### src/rtl/seg7_pkg.sv
`default_nettype none
// ============================================================================
//  Module      : seg7_pkg
//  Description : Shared constants and helpers for the seven-segment scan
//                driver. Glyphs are active-low, bit 6 = segment a ... bit 0 =
//                segment g.
//  Contents    : SEG_BLANK, SEG_0..SEG_F glyph constants,
//                seg7_glyph(nibble) hex-to-glyph lookup function.
//  Revision    : 1.0 - initial release
// ============================================================================
package seg7_pkg;

   localparam logic [6:0] SEG_BLANK = 7'h7F;
   localparam logic [6:0] SEG_0     = 7'b0000001;
   localparam logic [6:0] SEG_1     = 7'b1001111;
   localparam logic [6:0] SEG_2     = 7'b0010010;
   localparam logic [6:0] SEG_3     = 7'b0000110;
   localparam logic [6:0] SEG_4     = 7'b1001100;
   localparam logic [6:0] SEG_5     = 7'b0100100;
   localparam logic [6:0] SEG_6     = 7'b0100000;
   localparam logic [6:0] SEG_7     = 7'b0001111;
   localparam logic [6:0] SEG_8     = 7'b0000000;
   localparam logic [6:0] SEG_9     = 7'b0001100;
   localparam logic [6:0] SEG_A     = 7'b0001000;
   localparam logic [6:0] SEG_B     = 7'b1100000;
   localparam logic [6:0] SEG_C     = 7'b0110001;
   localparam logic [6:0] SEG_D     = 7'b1000010;
   localparam logic [6:0] SEG_E     = 7'b0110000;
   localparam logic [6:0] SEG_F     = 7'b0111000;

   function automatic logic [6:0] seg7_glyph(input logic [3:0] i_nibble);
      logic [6:0] v_seg;
      case (i_nibble)
         4'h0:    v_seg = SEG_0;
         4'h1:    v_seg = SEG_1;
         4'h2:    v_seg = SEG_2;
         4'h3:    v_seg = SEG_3;
         4'h4:    v_seg = SEG_4;
         4'h5:    v_seg = SEG_5;
         4'h6:    v_seg = SEG_6;
         4'h7:    v_seg = SEG_7;
         4'h8:    v_seg = SEG_8;
         4'h9:    v_seg = SEG_9;
         4'hA:    v_seg = SEG_A;
         4'hB:    v_seg = SEG_B;
         4'hC:    v_seg = SEG_C;
         4'hD:    v_seg = SEG_D;
         4'hE:    v_seg = SEG_E;
         default: v_seg = SEG_F;
      endcase
      return v_seg;
   endfunction

endpackage
`default_nettype wire

### src/rtl/seg7_glyph_rom.sv
`default_nettype none
// ============================================================================
//  Module      : seg7_glyph_rom
//  Description : Combinational 4-bit hex nibble to active-low 7-segment glyph.
//  Ports       : i_nibble [3:0] - hex digit in
//                o_seg    [6:0] - glyph out, active-low, [6]=a ... [0]=g
//  Revision    : 1.0 - initial release
// ============================================================================
module seg7_glyph_rom
   import seg7_pkg::*;
(
   input  logic [3:0] i_nibble,
   output logic [6:0] o_seg
);

   assign o_seg = seg7_glyph(i_nibble);

endmodule
`default_nettype wire

### src/rtl/seg7_scan_driver.sv
`default_nettype none
// ============================================================================
//  Module      : seg7_scan_driver
//  Description : Time-multiplexed driver for DIGITS common-anode seven-segment
//                digits. Tear-free value update through a load/ready
//                handshake (applied on frame boundaries), leading-zero
//                blanking, per-digit decimal point and per-digit blink.
//  Ports       : clk, rst          - clock, synchronous active-high reset
//                i_value           - nibble i shown on digit i
//                i_load / o_ready  - capture strobe / no update pending
//                i_blank_lz        - leading-zero blanking enable (live)
//                i_dp_in           - per-digit decimal point request (live)
//                i_blink_en        - per-digit blink enable (live)
//                o_seg, o_dp       - segments a..g and dp, active-low
//                o_an              - anode enables, active-low one-hot
//                o_frame_tick      - one-cycle pulse after each frame end
//  Revision    : 1.0 - initial release
// ============================================================================
module seg7_scan_driver
   import seg7_pkg::*;
#(
   parameter int unsigned DIGITS       = 4,
   parameter int unsigned SCAN_DIV     = 1000,
   parameter int unsigned BLINK_FRAMES = 64
) (
   input  logic                  clk,
   input  logic                  rst,
   input  logic [4*DIGITS-1:0]   i_value,
   input  logic                  i_load,
   output logic                  o_ready,
   input  logic                  i_blank_lz,
   input  logic [DIGITS-1:0]     i_dp_in,
   input  logic [DIGITS-1:0]     i_blink_en,
   output logic [6:0]            o_seg,
   output logic                  o_dp,
   output logic [DIGITS-1:0]     o_an,
   output logic                  o_frame_tick
);

   localparam int unsigned PCNT_W = $clog2(SCAN_DIV);
   localparam int unsigned IDX_W  = (DIGITS > 1) ? $clog2(DIGITS) : 1;
   localparam int unsigned FCNT_W = (BLINK_FRAMES > 1) ? $clog2(BLINK_FRAMES) : 1;

   localparam logic [PCNT_W-1:0] c_LAST_PCNT = PCNT_W'(SCAN_DIV - 1);
   localparam logic [IDX_W-1:0]  c_LAST_IDX  = IDX_W'(DIGITS - 1);
   localparam logic [FCNT_W-1:0] c_LAST_FCNT = FCNT_W'(BLINK_FRAMES - 1);

   logic [PCNT_W-1:0]   r_pcnt;
   logic [IDX_W-1:0]    r_idx;
   logic [FCNT_W-1:0]   r_fcnt;
   logic                r_phase;
   logic [4*DIGITS-1:0] r_disp;
   logic [4*DIGITS-1:0] r_pend;
   logic                r_ready;

   logic                w_pwrap;
   logic                w_boundary;
   logic [DIGITS-1:0]   w_any_hi;
   logic [DIGITS-1:0]   w_lz_blank;
   logic                v_acc;
   logic [3:0]          w_nib;
   logic [6:0]          w_glyph;
   logic                w_blink_blank;
   logic [6:0]          w_seg_nxt;
   logic                w_dp_nxt;
   logic [DIGITS-1:0]   w_sel;

   assign w_pwrap    = (r_pcnt == c_LAST_PCNT);
   assign w_boundary = w_pwrap && (r_idx == c_LAST_IDX);

   // Suffix-OR: w_any_hi[i] is set when any nibble i..DIGITS-1 is nonzero.
   // A digit above 0 is a leading zero exactly when its suffix is all zero.
   always_comb begin
      v_acc      = 1'b0;
      w_any_hi   = '0;
      w_lz_blank = '0;
      for (int i = DIGITS - 1; i >= 0; i--) begin
         v_acc       = v_acc | (|r_disp[4*i +: 4]);
         w_any_hi[i] = v_acc;
      end
      if (i_blank_lz) begin
         w_lz_blank = ~w_any_hi;
      end
      w_lz_blank[0] = 1'b0;
   end

   assign w_nib = r_disp[{r_idx, 2'b00} +: 4];

   seg7_glyph_rom u_glyph (
      .i_nibble (w_nib),
      .o_seg    (w_glyph)
   );

   always_comb begin
      w_sel         = '0;
      w_sel[r_idx]  = 1'b1;
      w_blink_blank = r_phase & i_blink_en[r_idx];
      w_seg_nxt     = w_glyph;
      w_dp_nxt      = ~i_dp_in[r_idx];
      if (w_blink_blank || w_lz_blank[r_idx]) begin
         w_seg_nxt = SEG_BLANK;
      end
      if (w_blink_blank) begin
         w_dp_nxt = 1'b1;
      end
   end

   always_ff @(posedge clk) begin
      if (rst) begin
         r_pcnt       <= '0;
         r_idx        <= '0;
         r_fcnt       <= '0;
         r_phase      <= 1'b0;
         r_disp       <= '0;
         r_pend       <= '0;
         r_ready      <= 1'b1;
         o_seg        <= SEG_BLANK;
         o_dp         <= 1'b1;
         o_an         <= '1;
         o_frame_tick <= 1'b0;
      end else begin
         // Scan timing
         if (w_pwrap) begin
            r_pcnt <= '0;
            r_idx  <= (r_idx == c_LAST_IDX) ? '0 : r_idx + IDX_W'(1);
         end else begin
            r_pcnt <= r_pcnt + PCNT_W'(1);
         end

         // Blink phase flips every BLINK_FRAMES completed frames
         if (w_boundary) begin
            if (r_fcnt == c_LAST_FCNT) begin
               r_fcnt  <= '0;
               r_phase <= ~r_phase;
            end else begin
               r_fcnt <= r_fcnt + FCNT_W'(1);
            end
         end

         // Handshake: capture when idle; commit only on a later boundary.
         // A capture on a boundary cycle clears r_ready on that edge, so the
         // commit waits for the following boundary.
         if (r_ready && i_load) begin
            r_pend  <= i_value;
            r_ready <= 1'b0;
         end else if (!r_ready && w_boundary) begin
            r_disp  <= r_pend;
            r_ready <= 1'b1;
         end

         // Registered outputs reflect the pre-edge scan state
         o_seg        <= w_seg_nxt;
         o_dp         <= w_dp_nxt;
         o_an         <= ~w_sel;
         o_frame_tick <= w_boundary;
      end
   end

   assign o_ready = r_ready;

endmodule
`default_nettype wire

### config.mk
export PLATFORM = sky130hd
export DESIGN_NAME = seg7_scan_driver
export DESIGN_NICKNAME = d
export VERILOG_FILES = /design/src/rtl/seg7_pkg.sv /design/src/rtl/seg7_glyph_rom.sv /design/src/rtl/seg7_scan_driver.sv
export SDC_FILE = /design/constraint.sdc
export NUM_CORES = 1
export LEC_CHECK = 0
export ABC_AREA = 1
export CAP_MARGIN = 10
export CORE_MARGIN = 3
export CORE_UTILIZATION = 25
export DETAILED_ROUTE_END_ITERATION = 8
export SYNTH_ARGS = -nofsm -noshare
export SYNTH_HDL_FRONTEND = slang
export SYNTH_HIERARCHICAL = 1
export SYNTH_SLANG_ARGS = --single-unit
### constraint.sdc
create_clock -name clk -period 2.7 [get_ports clk]
set_input_delay 0.54 -clock clk [delete_from_list [all_inputs] [get_ports clk]]
set_output_delay 0.54 -clock clk [all_outputs]
set_load 0.1 [all_outputs]
Word level (Yosys, flattened, before mapping)
Memory sizes are Yosys's and may differ from the RTL's. A register that Yosys moved wholly into a read port is not among the register bits.
Index checks and enable logic that the tools add are counted.
Cells by class
  add/subtract/negate cells: 3
  $lt $le $gt $ge: 2
  equal/unequal tests: 3
  shift-type cells: 1
  muxes and demuxes: 13
  bitwise gates (word level): 9
  reductions and logical operators: 16
Operators with widths (number)
  4-bit OR reduction: 4
  16-bit by 5-bit variable part select with 4-bit output: 1
  10-bit by 1-bit adder with 10-bit output, second input constant: 1
  10-bit == test, second input constant: 1
  4-bit NOT: 2
  6-bit by 1-bit adder with 6-bit output, second input constant: 1
  1-bit binary-select mux with 2-bit select: 3
  6-bit == test, second input constant: 1
  1-bit 2-to-1 mux: 6
  6-bit 2-to-1 mux: 1
  2-bit OR reduction: 3
  1-bit logical AND: 4
  4-bit 2-to-1 mux: 1
  2-bit AND reduction: 2
  2-bit by 3-bit less-than comparator with 1-bit output, second input constant: 1
  1-bit NOT: 3
  1-bit bitwise OR: 3
  2-bit by 1-bit adder with 2-bit output, second input constant: 1
  1-bit demux with 2-bit select: 1
  2-bit == test, second input constant: 1
  2-bit by 1-bit >= comparator with 1-bit output, second input constant: 1
  2-bit 2-to-1 mux: 1
  2-bit nonzero test: 1
  1-bit AND: 1
  other kinds (2): 2
Word-level totals
  register bits: 58
  memory bits (read-only): 112
  input port bits: 28
  output and inout bits: 14
  logic and storage cells: 58
  memories: 1
Memory list
  (no name shown): words 16, bits a word 7, rd ports 1, clocked after Yosys merged registers in 1, write ports 0, line seg7_pkg.sv:33  | case (i_nibble)

Logic depth before layout (Yosys ltp)
  depth after elaboration: 10
  mapped depth: 12
  mapped depth without buffers: 11

Modules after synthesis
The synthesis kept the hierarchy.
By module, submodules not included
  seg7_scan_driver: instances 1, cells an instance 367, area an instance 2700.1 µm², sequential area each 1301.2 µm²
  seg7_glyph_rom: instances 1, cells an instance 48, area an instance 264.0 µm², sequential area each 0.0 µm²

Worst setup path after synthesis
OpenSTA, ideal clock, no wires.
  path kind: flip-flop to flip-flop
  start: register r_idx[0]
  end: register o_seg[3]
  library setup time: 0.116 ns
  arrival: 1.854 ns
  required time: 2.584 ns
  slack: 0.730 ns
  cell stages (with the launch flop): 13
  buffers on the path: 1
  period minus slack after synthesis: 1.970 ns
  path through: dfxtp_1 > inv_2 > clkbuf_1 > o21ai_0 > o22ai_1 > inv_1 > ha_1 > nand2_1 > nand2_1 > nand2_1 > nand2_1 > inv_1 > nand2_1
Between the ends
  elaborated cells between the ends (all ways): 8
  those cells by class: shift (1); mux (4); bitwise (1); reduce/logical (2)
RTL lines
  start, declared: line seg7_scan_driver.sv:49  | logic [IDX_W-1:0] r_idx;
  start signal, assigned: line seg7_scan_driver.sv:125  | r_idx <= (r_idx == c_LAST_IDX) ? '0 : r_idx + IDX_W'(1);
  16-bit by 5-bit variable part select with 4-bit output: line seg7_scan_driver.sv:87  | assign w_nib = r_disp[{r_idx, 2'b00} +: 4];
  named net w_nib[0]: line seg7_scan_driver.sv:61  | logic [3:0] w_nib;
  end, declared: line seg7_scan_driver.sv:34  | output logic [6:0] o_seg,
The timed path passes the listed nets, and every way through them passes these cells. The select of a mux whose other input is x is not followed.
A chain may end at the register's enable or synchronous reset.

Final worst setup path
Ends and elaborated chain as after synthesis.

==> flow_metrics.py <==
metrics = {
    "setup_path": {
        "cpMaxStageDelayCell": "dfxtp_1",
        "cp_cell_sequence": "inv_2 > o21ai_0 > o22ai_1 > inv_1 > ha_1 > nand2_1 > nand2_1 > nand2_1 > nand2_1 > inv_1 > nand2_1",
        "cp_top_family": "buffers and inverters",
        "worstSetupPathType": "reg -> reg",
        "rrSetupSlack_ns": 0.51,
        "reg2reg_to": "o_seg[3]$_SDFF_PP1_",
        "reg2reg_depth": 11,
        "startpoint": "r_idx[0]$_SDFFE_PP0N_",
        "required_ns": 2.91,
        "start_kind": "flop",
        "path_depth": 11,
        "cp.arrival_ns": 2.40,
        "path_buf_inv": 3,
        "max_stage_delay_ns": 0.46,
        "crit_fanout": 17,
        "rr_startpoint": "r_idx[0]$_SDFFE_PP0N_",
        "crit_top_cell": "nand2_1",
        "worstSetupEndpointType": "flop",
    },
    "clock_network": {
        "cts.clk_slew.worst_paths_ns": 0.05,
        "cts.sinks": 65,
        "cts_buffers": 9,
        "cts_setup_buffers": 0,
        "cts_resized": 0,
        "cts_tree": "yes",
        "clk_path_buf_depth": 2,
        "cts.hold.buffers_added": 0,
        "cts_root_buf": "clkbuf_16",
        "clk_latency_ns": 0.32,
        "h-tree-depth": 3,
    },
    "placed_design": {
        "place_hpwl_mm": 4.768,
        "io_buffers": 41,
        "postPlaceCellArea_um2": 3461,
        "gp_congestion": 0.8657,
        "dp_slack_ns": 0.5582,
    },
    "timing": {
        "period_needed_ns": 2.191,
        "relSlewSlack": 0.4634,
        "tightest_slew_ns": 0.8029,
        "rsz0062_at_grt": "no",
        "timing.hold.ws_ns": 0.4445,
        "fmaxAchievable_mhz": 456.5,
        "drv_slew": 0,
        "setup-violations-final": 0,
        "hold_viol": 0,
        "final.setup.worst_slack_ns": 0.5092,
        "fin_crit_sh": 0.8114,
        "skew_ns": 0.003286,
        "tns_ns": 0,
    },
    "yosys": {
        "netlist_area_um2": 2964,
        "async_reset_ff_frac": 0,
        "synth_compound_area_frac": 0.1173,
        "synthFlopType": "dfxtp_1",
        "synthMuxAreaShare": 0,
        "ys_ff_latch": 65,
        "synthSimpleGateAreaFrac": 0.2967,
        "yosys.area.top_type": "dfxtp_1",
        "ys_seq_area_frac": 0.4390,
        "synthTopCellsByArea": "dfxtp_1 44%, nand2_1 12%, nor2_1 9.2%, inv_1 5.4%, a21oi_1 5.4%",
        "postSynthNetCount": 455,
        "synth_adder_area_share": 0.05065,
        "synth_common_cells": "97 x nand2_1, 73 x nor2_1, 65 x dfxtp_1",
        "synth_top_family_by_area": "simple AND/OR/NAND/NOR gates",
        "synth.most_common_cell": "nand2_1",
        "ys_warn_count": 6,
        "ys_types": 31,
        "synth-xor-area-share": 0.005910,
        "synth_top_area_frac": 0.4390,
        "avgSynthCellArea_um2": 7.142,
        "synth_edf_count": 0,
        "synth_cells": 415,
    },
    "global_routing": {
        "grt_pass1_wl_mm": 10.85,
        "grt_max_degree": 39,
        "grt_pass1_vias": 2455,
        "overflow": 0,
        "antenna_found_initial": 0,
        "grt_usage": 0.1012,
    },
    "cells_and_area": {
        "fin_nets": 497,
        "diodes": 0,
        "post-route-util": 0.3291,
        "stdcell_area_um2": 3790,
        "drive_gt1_frac": 0.1017,
        "area_delta_synth_final_pct": 27.86,
    },
    "floorplanning": {
        "num_io_pins": 42,
        "coreArea_um2": 11520,
        "die-height_um": 114.9,
        "die_w_um": 114.9,
        "dieArea_um2": 13200,
        "rows": 39,
        "initial_utilization": 0.2574,
    },
    "job": {
        "drv_cap": 0,
    },
    "routing": {
        "routed_wl_mm": 6.419,
        "drc": 0,
        "wl_per_cell_um": 10.61,
        "drtIter0Drc": 140,
        "viasPerCell": 4.241,
        "vias": 2566,
        "ant_nets": 0,
        "drt_pass1_iterations": 4,
    },
    "worst_hold_path": {
        "min_from": "r_pcnt[0]$_SDFF_PP0_",
        "min_delay_path_depth": 1,
        "min_path_type": "reg -> reg",
        "whs_endpoint": "r_pcnt[0]$_SDFF_PP0_",
    },
    "status": {
        "status": "completed",
    },
    "pwr": {
        "leakage_uw": 0.001613,
        "powerDensity_nw_per_um2": 644.3,
        "vdd_drop_max_v": 0.0002470,
    },
}
report_power, final:
part | switching (µW) | internal, µW
Sequential | 10.7 | 991
Clock | 417 | 835
Combinational | 119 | 68.8
Total | 547 | 1900
worst max-delay path by stage:
stage / to / slack (ns)
finish: o_seg[3]$_SDFF_PP1_ / 0.51
global route: o_seg[3]$_SDFF_PP1_ / 0.30
CTS: o_seg[3]$_SDFF_PP1_ / 0.55
detailed placement: r_pend[12]$_SDFFE_PP0P_ / 0.56
global placement: r_pend[12]$_SDFFE_PP0P_ / 0.63
floorplan: o_seg[3]$_SDFF_PP1_ / 0.73
metrics by stage:
step	total power, µW	std cells
floorplan	1141	415
global placement	1209	589
detailed placement	1212	589
CTS	2476	605
global route	2534	605
finish	2442	605
per-layer routing:
layer	vias up	part of all wire	GRT usage
met3	8	0.044	0.03211
met1	1112	0.50	0.1265
met4	0	0.014	0.03678
met5	-	0	0
li1	1390	-	-
met2	56	0.44	0.1636
layout make-up:
cell class              instances  area, µm²
repair buffers                 45      405.4
well taps                     143      178.9
flip-flops and latches         65       1301
multi-input cells             288       1395
inverters                      48      180.2
fillers                      1235       7726
clock inverters                 6      90.09
clock buffers                  10      239.0
cells in the final DEF, fill, tap and decap left out, types with 2 or more instances in the layout:
| cell | netlist | final |
|---|---|---|
| nand2_2 | 2 | 2 |
| o21ai_0 | 28 | 28 |
| buf_4 | 1 | 18 |
| inv_1 | 43 | 43 |
| ha_1 | 12 | 12 |
| o22ai_1 | 3 | 3 |
| nor2_1 | 73 | 73 |
| dfxtp_1 | 65 | 65 |
| clkdlybuf4s50_1 | 0 | 27 |
| nand3_1 | 21 | 21 |
| inv_2 | 4 | 4 |
| a21oi_1 | 32 | 32 |
| nor2_4 | 3 | 3 |
| clkbuf_16 | 0 | 9 |
| nor3_1 | 3 | 3 |
| xor2_1 | 2 | 2 |
| bufinv_16 | 0 | 2 |
| nand2_1 | 97 | 97 |
cells by family after synthesis:
| family | count (synthesis) |
|---|---|
| buffers and inverters | 62 |
| AND/OR/NAND/NOR | 207 |
| AO/OA/AOI/OAI | 67 |
| XOR/XNOR | 2 |
| adder cells (fa/ha/maj) | 12 |
| flip-flops | 65 |
registers in the layout, summed over array words and instances, names as in the netlist:
| signal | count |
|---|---|
| o_an | 4 |
| o_dp | 1 |
| o_frame_tick | 1 |
| o_ready | 1 |
| o_seg | 7 |
| r_disp | 16 |
| r_fcnt | 6 |
| r_idx | 2 |
| r_pcnt | 10 |
| r_pend | 16 |
| r_phase | 1 |
(Power assumes the default switching activity.)
